File: src/rtl/match_referee_pkg.sv
// Shared types, constants and helpers for the pong match referee.
package match_referee_pkg;

    // Referee FSM states
    typedef enum logic [2:0] {
        StIdle,
        StWaitServe,
        StRally,
        StPause,
        StGameOver
    } referee_state_t;

    localparam logic [1:0] WINNER_NONE = 2'b00;
    localparam logic [1:0] WINNER_P1   = 2'b01;
    localparam logic [1:0] WINNER_P2   = 2'b10;

    localparam logic [3:0] SCORE_MAX = 4'd15;

    localparam int unsigned DEF_WIN_POINTS      = 11;
    localparam int unsigned DEF_MIN_LEAD        = 2;
    localparam int unsigned DEF_SERVES_PER_TURN = 2;
    localparam int unsigned DEF_PAUSE_FRAMES    = 60;
    localparam int unsigned DEF_GAMEOVER_FRAMES = 180;

    // Score increment that sticks at SCORE_MAX instead of wrapping
    function automatic logic [3:0] sat_inc(logic [3:0] v);
        return (v == SCORE_MAX) ? v : v + 4'd1;
    endfunction

    // A score wins when it reaches the target with enough lead, or hits the ceiling
    function automatic logic is_win(logic [3:0] score, logic [3:0] other,
                                    int unsigned win_points, int unsigned min_lead);
        int unsigned s;
        int unsigned o;
        s = 32'(score);
        o = 32'(other);
        return (score == SCORE_MAX) || ((s >= win_points) && (s >= o + min_lead));
    endfunction

endpackage

File: src/rtl/match_referee_if.sv
// Signal bundle between the game screen logic and the match referee.
interface match_referee_if;
    logic       end_of_frame;
    logic       screen_idle;
    logic       screen_multi;
    logic       point_p1;
    logic       point_p2;
    logic       serve_btn;
    logic       serve;
    logic       server;
    logic [3:0] points_player_1;
    logic [3:0] points_player_2;
    logic       game_over;
    logic [1:0] winner;

    // Game side: drives events, observes referee decisions
    modport master (
        output end_of_frame, screen_idle, screen_multi, point_p1, point_p2, serve_btn,
        input  serve, server, points_player_1, points_player_2, game_over, winner
    );

    // Referee side
    modport slave (
        input  end_of_frame, screen_idle, screen_multi, point_p1, point_p2, serve_btn,
        output serve, server, points_player_1, points_player_2, game_over, winner
    );
endinterface

File: src/rtl/match_referee_frame_timer.sv
// Counts end_of_frame pulses up to a target; done flags arrival at the target.
// The owner clears the counter on the state change that done triggers, so done is
// seen for a single cycle. The count holds at target rather than running past it.
module frame_timer #(
    parameter int unsigned Width = 8
) (
    input  logic             clk65MHz,
    input  logic             rst_n,
    input  logic             clear,
    input  logic             end_of_frame,
    input  logic [Width-1:0] target,
    output logic             done
);

    logic [Width-1:0] count_q;
    logic [Width-1:0] count_d;

    // Next count: clear wins, otherwise step on each frame pulse until target
    always_comb begin
        count_d = count_q;
        if (clear) begin
            count_d = '0;
        end else if (end_of_frame && (count_q != target)) begin
            count_d = count_q + 1'b1;
        end
    end

    // Count register
    always_ff @(posedge clk65MHz or negedge rst_n) begin
        if (!rst_n) begin
            count_q <= '0;
        end else begin
            count_q <= count_d;
        end
    end

    assign done = (count_q == target);

endmodule

File: src/rtl/match_referee.sv
// Match referee: scores points, decides the winner, rotates the server and issues
// the one-cycle serve pulse that releases the ball.
module match_referee
    import match_referee_pkg::*;
#(
    parameter int unsigned WIN_POINTS      = DEF_WIN_POINTS,
    parameter int unsigned MIN_LEAD        = DEF_MIN_LEAD,
    // Points-played counter is 2 bits wide, so this must stay within 1..3
    parameter int unsigned SERVES_PER_TURN = DEF_SERVES_PER_TURN,
    parameter int unsigned PAUSE_FRAMES    = DEF_PAUSE_FRAMES,
    parameter int unsigned GAMEOVER_FRAMES = DEF_GAMEOVER_FRAMES
) (
    input  logic               clk65MHz,
    input  logic               rst_n,
    match_referee_if.slave     ref_io
);

    localparam int unsigned FrameMax =
        (PAUSE_FRAMES > GAMEOVER_FRAMES) ? PAUSE_FRAMES : GAMEOVER_FRAMES;
    localparam int unsigned FrameW = $clog2(FrameMax + 1);

    localparam logic [FrameW-1:0] PauseTarget    = FrameW'(PAUSE_FRAMES);
    localparam logic [FrameW-1:0] GameOverTarget = FrameW'(GAMEOVER_FRAMES);
    localparam logic [1:0]        TurnPoints     = 2'(SERVES_PER_TURN);

    referee_state_t state_q, state_d;

    logic       btn_q;
    logic [3:0] score1_q, score1_d;
    logic [3:0] score2_q, score2_d;
    logic [1:0] winner_q, winner_d;
    logic       server_q, server_d;
    logic [1:0] played_q, played_d;
    logic       serve_q, serve_d;
    logic       game_over_q, game_over_d;

    logic              btn_rise;
    logic              p1_only;
    logic              p2_only;
    logic [3:0]        score1_inc;
    logic [3:0]        score2_inc;
    logic              p1_wins;
    logic              p2_wins;
    logic              serve_now;
    logic              timer_clear;
    logic              timer_eof;
    logic              timer_done;
    logic [FrameW-1:0] timer_target;
    logic [1:0]        played_inc;

    assign btn_rise   = ref_io.serve_btn & ~btn_q;
    assign p1_only    = ref_io.point_p1 & ~ref_io.point_p2;
    assign p2_only    = ref_io.point_p2 & ~ref_io.point_p1;
    assign score1_inc = sat_inc(score1_q);
    assign score2_inc = sat_inc(score2_q);
    assign p1_wins    = is_win(score1_inc, score2_q, WIN_POINTS, MIN_LEAD);
    assign p2_wins    = is_win(score2_inc, score1_q, WIN_POINTS, MIN_LEAD);
    assign played_inc = played_q + 2'd1;

    // Single player serves automatically; two players wait for a fresh key press
    assign serve_now = ~ref_io.screen_multi | btn_rise;

    // Frame pulses only matter while a timed state is active
    assign timer_eof    = ref_io.end_of_frame &
                          ((state_q == StPause) || (state_q == StGameOver));
    assign timer_target = (state_q == StGameOver) ? GameOverTarget : PauseTarget;
    assign timer_clear  = (state_d != state_q);

    frame_timer #(
        .Width        (FrameW)
    ) u_frame_timer (
        .clk65MHz     (clk65MHz),
        .rst_n        (rst_n),
        .clear        (timer_clear),
        .end_of_frame (timer_eof),
        .target       (timer_target),
        .done         (timer_done)
    );

    // FSM state register
    always_ff @(posedge clk65MHz or negedge rst_n) begin
        if (!rst_n) begin
            state_q <= StIdle;
        end else begin
            state_q <= state_d;
        end
    end

    // FSM next-state logic; the idle screen overrides everything
    always_comb begin
        state_d = state_q;
        if (ref_io.screen_idle) begin
            state_d = StIdle;
        end else begin
            case (state_q)
                StIdle: state_d = StWaitServe;
                StWaitServe: begin
                    if (serve_now) state_d = StRally;
                end
                StRally: begin
                    if (p1_only) begin
                        state_d = p1_wins ? StGameOver : StPause;
                    end else if (p2_only) begin
                        state_d = p2_wins ? StGameOver : StPause;
                    end
                end
                StPause: begin
                    if (timer_done) state_d = StWaitServe;
                end
                StGameOver: begin
                    if (timer_done) state_d = StWaitServe;
                end
                default: state_d = StIdle;
            endcase
        end
    end

    // FSM outputs: next values of scores, serve rotation, winner and pulses
    always_comb begin
        score1_d    = score1_q;
        score2_d    = score2_q;
        winner_d    = winner_q;
        server_d    = server_q;
        played_d    = played_q;
        game_over_d = game_over_q;
        serve_d     = 1'b0;

        if (ref_io.screen_idle) begin
            score1_d    = '0;
            score2_d    = '0;
            winner_d    = WINNER_NONE;
            server_d    = 1'b0;
            played_d    = '0;
            game_over_d = 1'b0;
        end else begin
            case (state_q)
                StWaitServe: serve_d = serve_now;
                StRally: begin
                    if (p1_only || p2_only) begin
                        // Server change takes effect at the next serve
                        if (played_inc == TurnPoints) begin
                            played_d = '0;
                            server_d = ~server_q;
                        end else begin
                            played_d = played_inc;
                        end
                    end
                    if (p1_only) begin
                        score1_d = score1_inc;
                        if (p1_wins) begin
                            winner_d    = WINNER_P1;
                            game_over_d = 1'b1;
                        end
                    end else if (p2_only) begin
                        score2_d = score2_inc;
                        if (p2_wins) begin
                            winner_d    = WINNER_P2;
                            game_over_d = 1'b1;
                        end
                    end
                end
                StGameOver: begin
                    if (timer_done) begin
                        score1_d    = '0;
                        score2_d    = '0;
                        winner_d    = WINNER_NONE;
                        server_d    = 1'b0;
                        played_d    = '0;
                        game_over_d = 1'b0;
                    end
                end
                default: ;
            endcase
        end
    end

    // Registered outputs and serve key history
    always_ff @(posedge clk65MHz or negedge rst_n) begin
        if (!rst_n) begin
            btn_q       <= 1'b0;
            score1_q    <= '0;
            score2_q    <= '0;
            winner_q    <= WINNER_NONE;
            server_q    <= 1'b0;
            played_q    <= '0;
            serve_q     <= 1'b0;
            game_over_q <= 1'b0;
        end else begin
            btn_q       <= ref_io.serve_btn;
            score1_q    <= score1_d;
            score2_q    <= score2_d;
            winner_q    <= winner_d;
            server_q    <= server_d;
            played_q    <= played_d;
            serve_q     <= serve_d;
            game_over_q <= game_over_d;
        end
    end

    assign ref_io.serve           = serve_q;
    assign ref_io.server          = server_q;
    assign ref_io.points_player_1 = score1_q;
    assign ref_io.points_player_2 = score2_q;
    assign ref_io.game_over       = game_over_q;
    assign ref_io.winner          = winner_q;

endmodule

File: src/flat_wrapper.sv
// flat-port wrapper written by rule: the top's interface ports become plain ports
module match_referee_flat import match_referee_pkg::*;
#(
    parameter int unsigned WIN_POINTS      = DEF_WIN_POINTS,
    parameter int unsigned MIN_LEAD        = DEF_MIN_LEAD,
                                                                          
    parameter int unsigned SERVES_PER_TURN = DEF_SERVES_PER_TURN,
    parameter int unsigned PAUSE_FRAMES    = DEF_PAUSE_FRAMES,
    parameter int unsigned GAMEOVER_FRAMES = DEF_GAMEOVER_FRAMES
)
  (clk65MHz, rst_n, ref_io_end_of_frame, ref_io_screen_idle, ref_io_screen_multi, ref_io_point_p1, ref_io_point_p2, ref_io_serve_btn, ref_io_serve, ref_io_server, ref_io_points_player_1, ref_io_points_player_2, ref_io_game_over, ref_io_winner);
  match_referee_if ref_io_i ();
  input  logic clk65MHz;
  input  logic rst_n;
  input wire logic [$bits(ref_io_i.end_of_frame)-1:0] ref_io_end_of_frame;
  input wire logic [$bits(ref_io_i.screen_idle)-1:0] ref_io_screen_idle;
  input wire logic [$bits(ref_io_i.screen_multi)-1:0] ref_io_screen_multi;
  input wire logic [$bits(ref_io_i.point_p1)-1:0] ref_io_point_p1;
  input wire logic [$bits(ref_io_i.point_p2)-1:0] ref_io_point_p2;
  input wire logic [$bits(ref_io_i.serve_btn)-1:0] ref_io_serve_btn;
  output wire logic [$bits(ref_io_i.serve)-1:0] ref_io_serve;
  output wire logic [$bits(ref_io_i.server)-1:0] ref_io_server;
  output wire logic [$bits(ref_io_i.points_player_1)-1:0] ref_io_points_player_1;
  output wire logic [$bits(ref_io_i.points_player_2)-1:0] ref_io_points_player_2;
  output wire logic [$bits(ref_io_i.game_over)-1:0] ref_io_game_over;
  output wire logic [$bits(ref_io_i.winner)-1:0] ref_io_winner;
  assign ref_io_i.end_of_frame = ref_io_end_of_frame;
  assign ref_io_i.screen_idle = ref_io_screen_idle;
  assign ref_io_i.screen_multi = ref_io_screen_multi;
  assign ref_io_i.point_p1 = ref_io_point_p1;
  assign ref_io_i.point_p2 = ref_io_point_p2;
  assign ref_io_i.serve_btn = ref_io_serve_btn;
  assign ref_io_serve = ref_io_i.serve;
  assign ref_io_server = ref_io_i.server;
  assign ref_io_points_player_1 = ref_io_i.points_player_1;
  assign ref_io_points_player_2 = ref_io_i.points_player_2;
  assign ref_io_game_over = ref_io_i.game_over;
  assign ref_io_winner = ref_io_i.winner;
  match_referee #(.WIN_POINTS(WIN_POINTS), .MIN_LEAD(MIN_LEAD), .SERVES_PER_TURN(SERVES_PER_TURN), .PAUSE_FRAMES(PAUSE_FRAMES), .GAMEOVER_FRAMES(GAMEOVER_FRAMES)) u_core (.clk65MHz(clk65MHz), .rst_n(rst_n), .ref_io(ref_io_i));
endmodule
File: config.mk
export PLATFORM = sky130hd
export DESIGN_NAME = match_referee_flat
export DESIGN_NICKNAME = d
export VERILOG_FILES = /design/src/rtl/match_referee_pkg.sv /design/src/rtl/match_referee_if.sv /design/src/rtl/match_referee_frame_timer.sv /design/src/rtl/match_referee.sv /design/src/flat_wrapper.sv
export SDC_FILE = /design/constraint.sdc
export NUM_CORES = 1
export LEC_CHECK = 0
export ABC_CLOCK_PERIOD_IN_PS = 4100
export BUFFER_PORTS_ARGS = -buffer_cell sky130_fd_sc_hd__buf_2
export CAP_MARGIN = 40
export CORE_UTILIZATION = 55
export CTS_BUF_LIST = sky130_fd_sc_hd__clkbuf_16
export DETAILED_ROUTE_END_ITERATION = 16
export GPL_TIMING_DRIVEN = 0
export PLACE_DENSITY = 0.75
export SLEW_MARGIN = 15
export SYNTH_ARGS = -nofsm -noshare
export SYNTH_HDL_FRONTEND = slang
export SYNTH_HIERARCHICAL = 1
export SYNTH_SLANG_ARGS = --single-unit
File: constraint.sdc
create_clock -name clk65MHz -period 4.1 [get_ports clk65MHz]
set_input_delay 0 -clock clk65MHz [delete_from_list [all_inputs] [get_ports clk65MHz]]
set_output_delay 0 -clock clk65MHz [all_outputs]
set_load 0.03 [all_outputs]
* After elaboration in Yosys (flattened, before gate mapping)
Index checks and enable logic that the tools add are counted.
Storage, ports and cells: input port bits 8, bits in registers 27, word-level logic and storage cells 112
Operators by class: mux-type cells 45, reduce and logical (&&, ||, !) cells 16, eq/ne operators 21, bitwise logic cells 10, add/subtract/negate cells 6, order comparisons 4
Operator list (number):
- $ge A4 B32 Y1 | 2
- $mux W4 | 8
- $mux W8 | 3
- $mux W3 | 7
- $mux W2 | 9
- $eq A4 B4 Y1 const B | 4
- $pmux W4 S2 | 2
- $ne A3 B2 Y1 const B | 5
- $pmux W3 S4 | 1
- $mux W1 | 11
- $add A4 B2 Y5 const B | 2
- $add A4 B1 Y4 const B | 2
- $add A8 B1 Y8 const B | 1
- $eq A8 B8 Y1 | 1
- $ge A4 B4 Y1 const B | 2
- $ne A4 B2 Y1 const B | 2
- $ne A8 B8 Y1 | 1
- $pmux W2 S2 | 2
- $reduce_and A4 Y1 | 2
- $eq A3 B2 Y1 const B | 2
- $reduce_and A3 Y1 | 2
- $not A1 Y1 | 5
- $reduce_and A5 Y1 | 1
- $and A1 B1 Y1 | 4
- other kinds (15) | 21

* Depth between registers and ports, before layout
depth in word-level cells 12, gate-level depth with buffers 14

* Cells and area by module
The synthesis kept the hierarchy.
Modules (own cells, without submodules):
- match_referee | instances 1, cells each 195, area an instance 1617.8 µm²
- frame_timer | instances 1, cells each 55, area an instance 548.0 µm²

* Least setup slack after synthesis
Ideal clock, no wire load.
path kind register to register, start register u_core.score1_q[0], in the netlist u_core/ref_io.points_player_1[0], end register u_core.u_frame_timer.count_q[7], arrival 3368 ps, stages on the path, launching flop included 14, slack 667 ps, clock period less this slack 3433 ps, data required time 4035 ps, cell sequence dfrtp_1 ha_1 and3_1 mux2_2 ha_1 a211o_1 a31oi_1 o31ai_1 a21bo_2 a21bo_1 a311o_2 buf_1 nor2_1 mux2_1
Between the ends: longest elaborated chain between the ends 11
Ends and longest elaborated chain:
- start: declaration | RTL line match_referee.sv:29 | logic [3:0] score1_q, score1_d;
- start signal: assignment | RTL line match_referee.sv:190 | score1_q <= score1_d;
- $add A4 B2 Y5 (tied with other cells) | RTL line match_referee_pkg.sv:37 | return (score == SCORE_MAX) || ((s >= win_points) && (s >= o + min_lead));
- $ge A4 B32 Y1 / $mux W4 (equally long branches) | RTL line match_referee_pkg.sv:37, match_referee_pkg.sv:27
- $logic_and A1 B1 Y1 (tied with other cells) | RTL line match_referee_pkg.sv:37
- $logic_or A1 B1 Y1 / $logic_and A1 B1 Y1 (equally long branches) | RTL line match_referee_pkg.sv:37
- $mux W3 / $logic_or A1 B1 Y1 (equally long branches) | RTL line match_referee.sv:104, match_referee_pkg.sv:37
- $mux W3, on equally long branches | RTL line match_referee.sv:103, match_referee.sv:102
- $mux W3 * | RTL line match_referee.sv:101 | if (p1_only) begin
- $pmux W3 S4 * | RTL line match_referee.sv:95 | case (state_q)
- $mux W3 * | RTL line match_referee.sv:92 | if (ref_io.screen_idle) begin
- $ne A3 B3 Y1 * | RTL line match_referee.sv:67 | assign timer_clear = (state_d != state_q);
- net u_core.timer_clear | RTL line match_referee.sv:45 | logic timer_clear;
- $mux W8 / $reduce_bool A2 Y1 (equally long branches)
- end signal: assignment | RTL line match_referee_frame_timer.sv:33 | count_q <= count_d;
- end: declaration | RTL line match_referee_frame_timer.sv:15 | logic [Width-1:0] count_q;
Mark *: on every way through the listed nets, which the timed path passes. The rest lies on a longest branch. A chain may end at the register's enable or synchronous reset.

* Worst setup path after layout
start register u_core.score2_q[1], in the netlist u_core/ref_io.points_player_2[1], end register u_core.u_frame_timer.count_q[7]
Between the ends: longest elaborated chain between the ends 12
Ends and longest elaborated chain:
- start: declaration | RTL line match_referee.sv:30 | logic [3:0] score2_q, score2_d;
- start signal: assignment | RTL line match_referee.sv:191 | score2_q <= score2_d;
- $add A4 B1 Y4 / $eq A4 B4 Y1 (equally long branches) | RTL line match_referee_pkg.sv:27 | return (v == SCORE_MAX) ? v : v + 4'd1;
- $mux W4 | RTL line match_referee_pkg.sv:27
- $ge A4 B32 Y1 / $ge A4 B4 Y1 (equally long branches) | RTL line match_referee_pkg.sv:37
- $logic_and A1 B1 Y1 | RTL line match_referee_pkg.sv:37
- $logic_or A1 B1 Y1 | RTL line match_referee_pkg.sv:37
- $mux W3 | RTL line match_referee.sv:104 | state_d = p2_wins ? StGameOver : StPause;
- $mux W3 | RTL line match_referee.sv:103 | end else if (p2_only) begin
- $mux W3 * | RTL line match_referee.sv:101
- $pmux W3 S4 * | RTL line match_referee.sv:95
- $mux W3 * | RTL line match_referee.sv:92
- $ne A3 B3 Y1 * | RTL line match_referee.sv:67
- net u_core.timer_clear | RTL line match_referee.sv:45
- $mux W8 / $reduce_bool A2 Y1 (equally long branches)
Marked as above.

==> summary.md <==
| Metric | Value |
|---|---|
| Run status | finished clean |
| Via density | 5.826 |
| DRC | 0 |
| Post-Place Worst Slack | 0.4829 ns |
| Vias in the first global route | 1,754 |
| Cell taking the most area after synthesis | dfrtp_1 |
| Period Utilization, post-route | 0.8967 |
| DR pass1 iterations | 5 |
| Worst slew pin tran | 0.6033 ns |
| Fin nets | 303 |
| Antenna viol nets, final | 0 |
| Synthesized cell area | 2166 um^2 |
| Synth Warn # | 6 |
| Clock root cell | clkbuf_16 |
| Most Used Layer, Global Route | met2 |
| Gp weighted congestion | 0.8456 |
| Util after Layout | 0.6566 |
| Synthesis-to-finish area growth | 12.65% |
| WL final | 4.639 mm |
| Reg clk slew, reported paths | 0.06 ns |
| Post-CTS sizing | 0 |
| RSZ-0062 raised after global routing | false |
| Share of cells above drive strength 1 | 0.1571 |
| Hold Vio Cnt, Final | 0 |
| Die area | 4193 um^2 |
| Synth async-reset ratio | 1.000 |
| Setup TNS | 0 ns |
| Routed len/inst | 14.14 um |
| Final min period | 3.676 ns |
| Ranking of synthesized cells by area | dfrtp_1 31%, ha_1 8.1%, xnor2_1 4.4%, nor2_1 4.2%, a21oi_1 3.7% |
| Gr ovfl total | 0 |
| R2r startpoint | u_core/ref_io.points_player_2[1] |
| Number of synthesized flops with an enable pin | 0 |
| WHS Endpoint | u_core/ref_io.serve |
| PnR worst setup slack | 0.4236 ns |
| H-tree depth | 1 |
| Count leader, synth | dfrtp_1 |
| Post-synth top flop | dfrtp_1 |
| Netlist cell types | 60 |
| Reg2Reg Depth | 12 |
| Final Setup Violations | 0 |
| Pin count of the biggest net entering global routing | 28 |
| WHS | 0.07551 ns |
| Maxcap violations | 0 |
| WHS Path Cells | 4 |
| Global-route wire length before repair | 8.017 mm |
| Dpl hpwl | 3.419 mm |
| Starting Density | 0.5828 |
| Routing usage on met2 | 0.3997 |
| Register area share after synthesis | 0.3120 |
| Hold path start | ref_io_screen_multi |
| Clk_lat worst skew | 0.26 ns |
| DR iter-0 viols | 136 |
| Overall Global Routing Usage | 0.2448 |
| CP Class | flop to flop |
| Max_slew headroom | 0.5978 |
| Worst vdd ir | 248.6 uV |
| Grt met3 use | 0.04049 |
| Reg2reg setup slack | 0.42 ns |
| Worst-case clock buffer depth | 2 |
| Die Ht | 64.75 um |
| Grt met1 use | 0.3367 |
| Register bit count reported by yosys | 27 |
| Horiz. Die Dim | 64.75 um |
| Max-slew violation count | 0 |
| Kind of path behind the tightest hold check | input port to flop |
| Core region area | 3716 um^2 |
| IO buf count | 20 |
| Crit path required time | 4.24 ns |
| Synthesized instance count | 250 |
| Top cells by count, synth | 27 x dfrtp_1, 24 x nor2_1, 19 x nand2_1 |
| FILL cells | 323 |
| Multi-input logic area | 1404 um^2 |
| Top-area cell type share of the netlist area | 0.3120 |
| Lkg Pwr | 1.120 nW |
| Reg area | 675.6 um^2 |
| Antenna diodes | 0 |
| Synthesized area per cell | 8.663 um^2 |
| CP max FO | 9 |
| Initial antenna violation count | 0 |
| Startpoint types | flop |
| IO Count | 21 |
| Layout Skew | 0.002609 ns |
| Fmax | 272.0 MHz |
| PwrDens | 295.8 nW/um^2 |
| Row Count | 22 |
| CTS tree | built |
| Clk sinks | 27 |
| TritonCTS Buffers | 3 |
| Setup crit end kind | flop |
| FF-to-FF End | u_core/u_frame_timer/count_q[7] |
| Crit path DAT | 3.82 ns |
| Vias | 1,911 |
final cells by class:
cell class	count	area share
multi-input combinational	206	0.5754
sequential	27	0.2769
timing repair buffer	22	0.04923
clock buffer	3	0.03077
buffer	11	0.02615
tap	48	0.02462
inverter	10	0.01538
clock inverter	1	0.001538
cell usage in the layout, fill, tap and decap left out, types with 3 or more instances in the layout:
cell,synthesis,routed
o21ai_0,16,16
a22o_1,3,3
clkbuf_16,0,3
ha_1,14,14
inv_1,10,11
o31ai_1,4,4
a21oi_1,16,16
and2_1,3,3
nor2_1,24,24
dfrtp_1,27,27
nand4_1,3,3
o21bai_1,3,3
xor2_1,7,7
nand2_1,19,19
xnor2_1,11,11
buf_2,3,23
clkbuf_1,4,4
nand2b_1,6,6
nand3_1,12,12
a31oi_1,3,3
nand3b_1,3,3
nor2b_1,6,6
o211ai_1,5,5
conb_1,2,6
worst max-delay path, stage by stage (launching register included):
cell and delay [ns]:
dfrtp_1 0.48, ha_1 0.32, nand2_1 0.10, a31oi_1 0.48, ha_1 0.31, o211ai_1 0.11, o21ai_0 0.30, a21oi_1 0.22
o21ai_0 0.31, a311o_2 0.23, buf_1 0.31, nor2_1 0.09, mux2_1 0.30
where the power goes:
part / total [W] / internal, W / switching [W]
clock network: 0.000217 / 0.000130 / 0.0000862
registers: 0.000298 / 0.000279 / 0.0000187
logic: 0.000207 / 0.0000810 / 0.000126
total: 0.000722 / 0.000491 / 0.000231
stage by stage:
step	instances	area [um^2]	power [W]
after global routing	328	2440	0.0007646
after detailed placement	322	2341	0.0005054
after global placement	322	2341	0.0004998
final	328	2440	0.0007216
after CTS	328	2440	0.0007271
after floorplan	254	2181	0.0004531
how the worst max path moves through the flow:
stage	from	slack, ns	end
5_1_grt	u_core/ref_io.points_player_2[1]	0.17	u_core/u_frame_timer/count_q[7]
4_1_cts	u_core/ref_io.points_player_2[0]	0.44	u_core/u_frame_timer/count_q[7]
2_1_floorplan	u_core/ref_io.points_player_1[0]	0.67	u_core/u_frame_timer/count_q[7]
6_report	u_core/ref_io.points_player_2[1]	0.42	u_core/u_frame_timer/count_q[7]
3_5_place_dp	u_core/ref_io.points_player_2[1]	0.48	u_core/u_frame_timer/count_q[7]
3_3_place_gp	u_core/ref_io.points_player_2[0]	0.50	u_core/u_frame_timer/count_q[7]
registers in the layout (all words and copies together) (netlist names):
name and flops:
u_core/ref_io.winner 2, u_core/ref_io.points_player_2 4, u_core/ref_io.serve 1, u_core/btn_q 1, u_core/ref_io.server 1, u_core/u_frame_timer/count_q 8
u_core/ref_io.points_player_1 4, u_core/played_q 2, u_core/ref_io.game_over 1, u_core/state_q 3
kinds of logic (layout without fill, tap and decap cells):
group,after synthesis,in the layout,share of synthesized area
buffers and inverters,21,47,0.04679
DFF,27,27,0.3120
xor gates and xnor gates,19,19,0.08030
muxes,4,4,0.02022
AOI/OAI and AO/OA,70,70,0.2195
and+or+nand+nor,93,93,0.2369
adders and majority gates,14,14,0.08088
other,2,6,0.003467
timing repair:
item                                   4_1_cts  5_1_grt
endpoints found under the hold margin       28        0
buffers inserted                             0        0
hold buffers                                 2        0
layer usage:
layer | share of wire | wire length [um]
met3 | 0.046 | 212
met5 | 0 | 0
met2 | 0.46 | 2145
met1 | 0.48 | 2218
met4 | 0.014 | 63
Note: power is estimated with default switching activity, not from simulation.
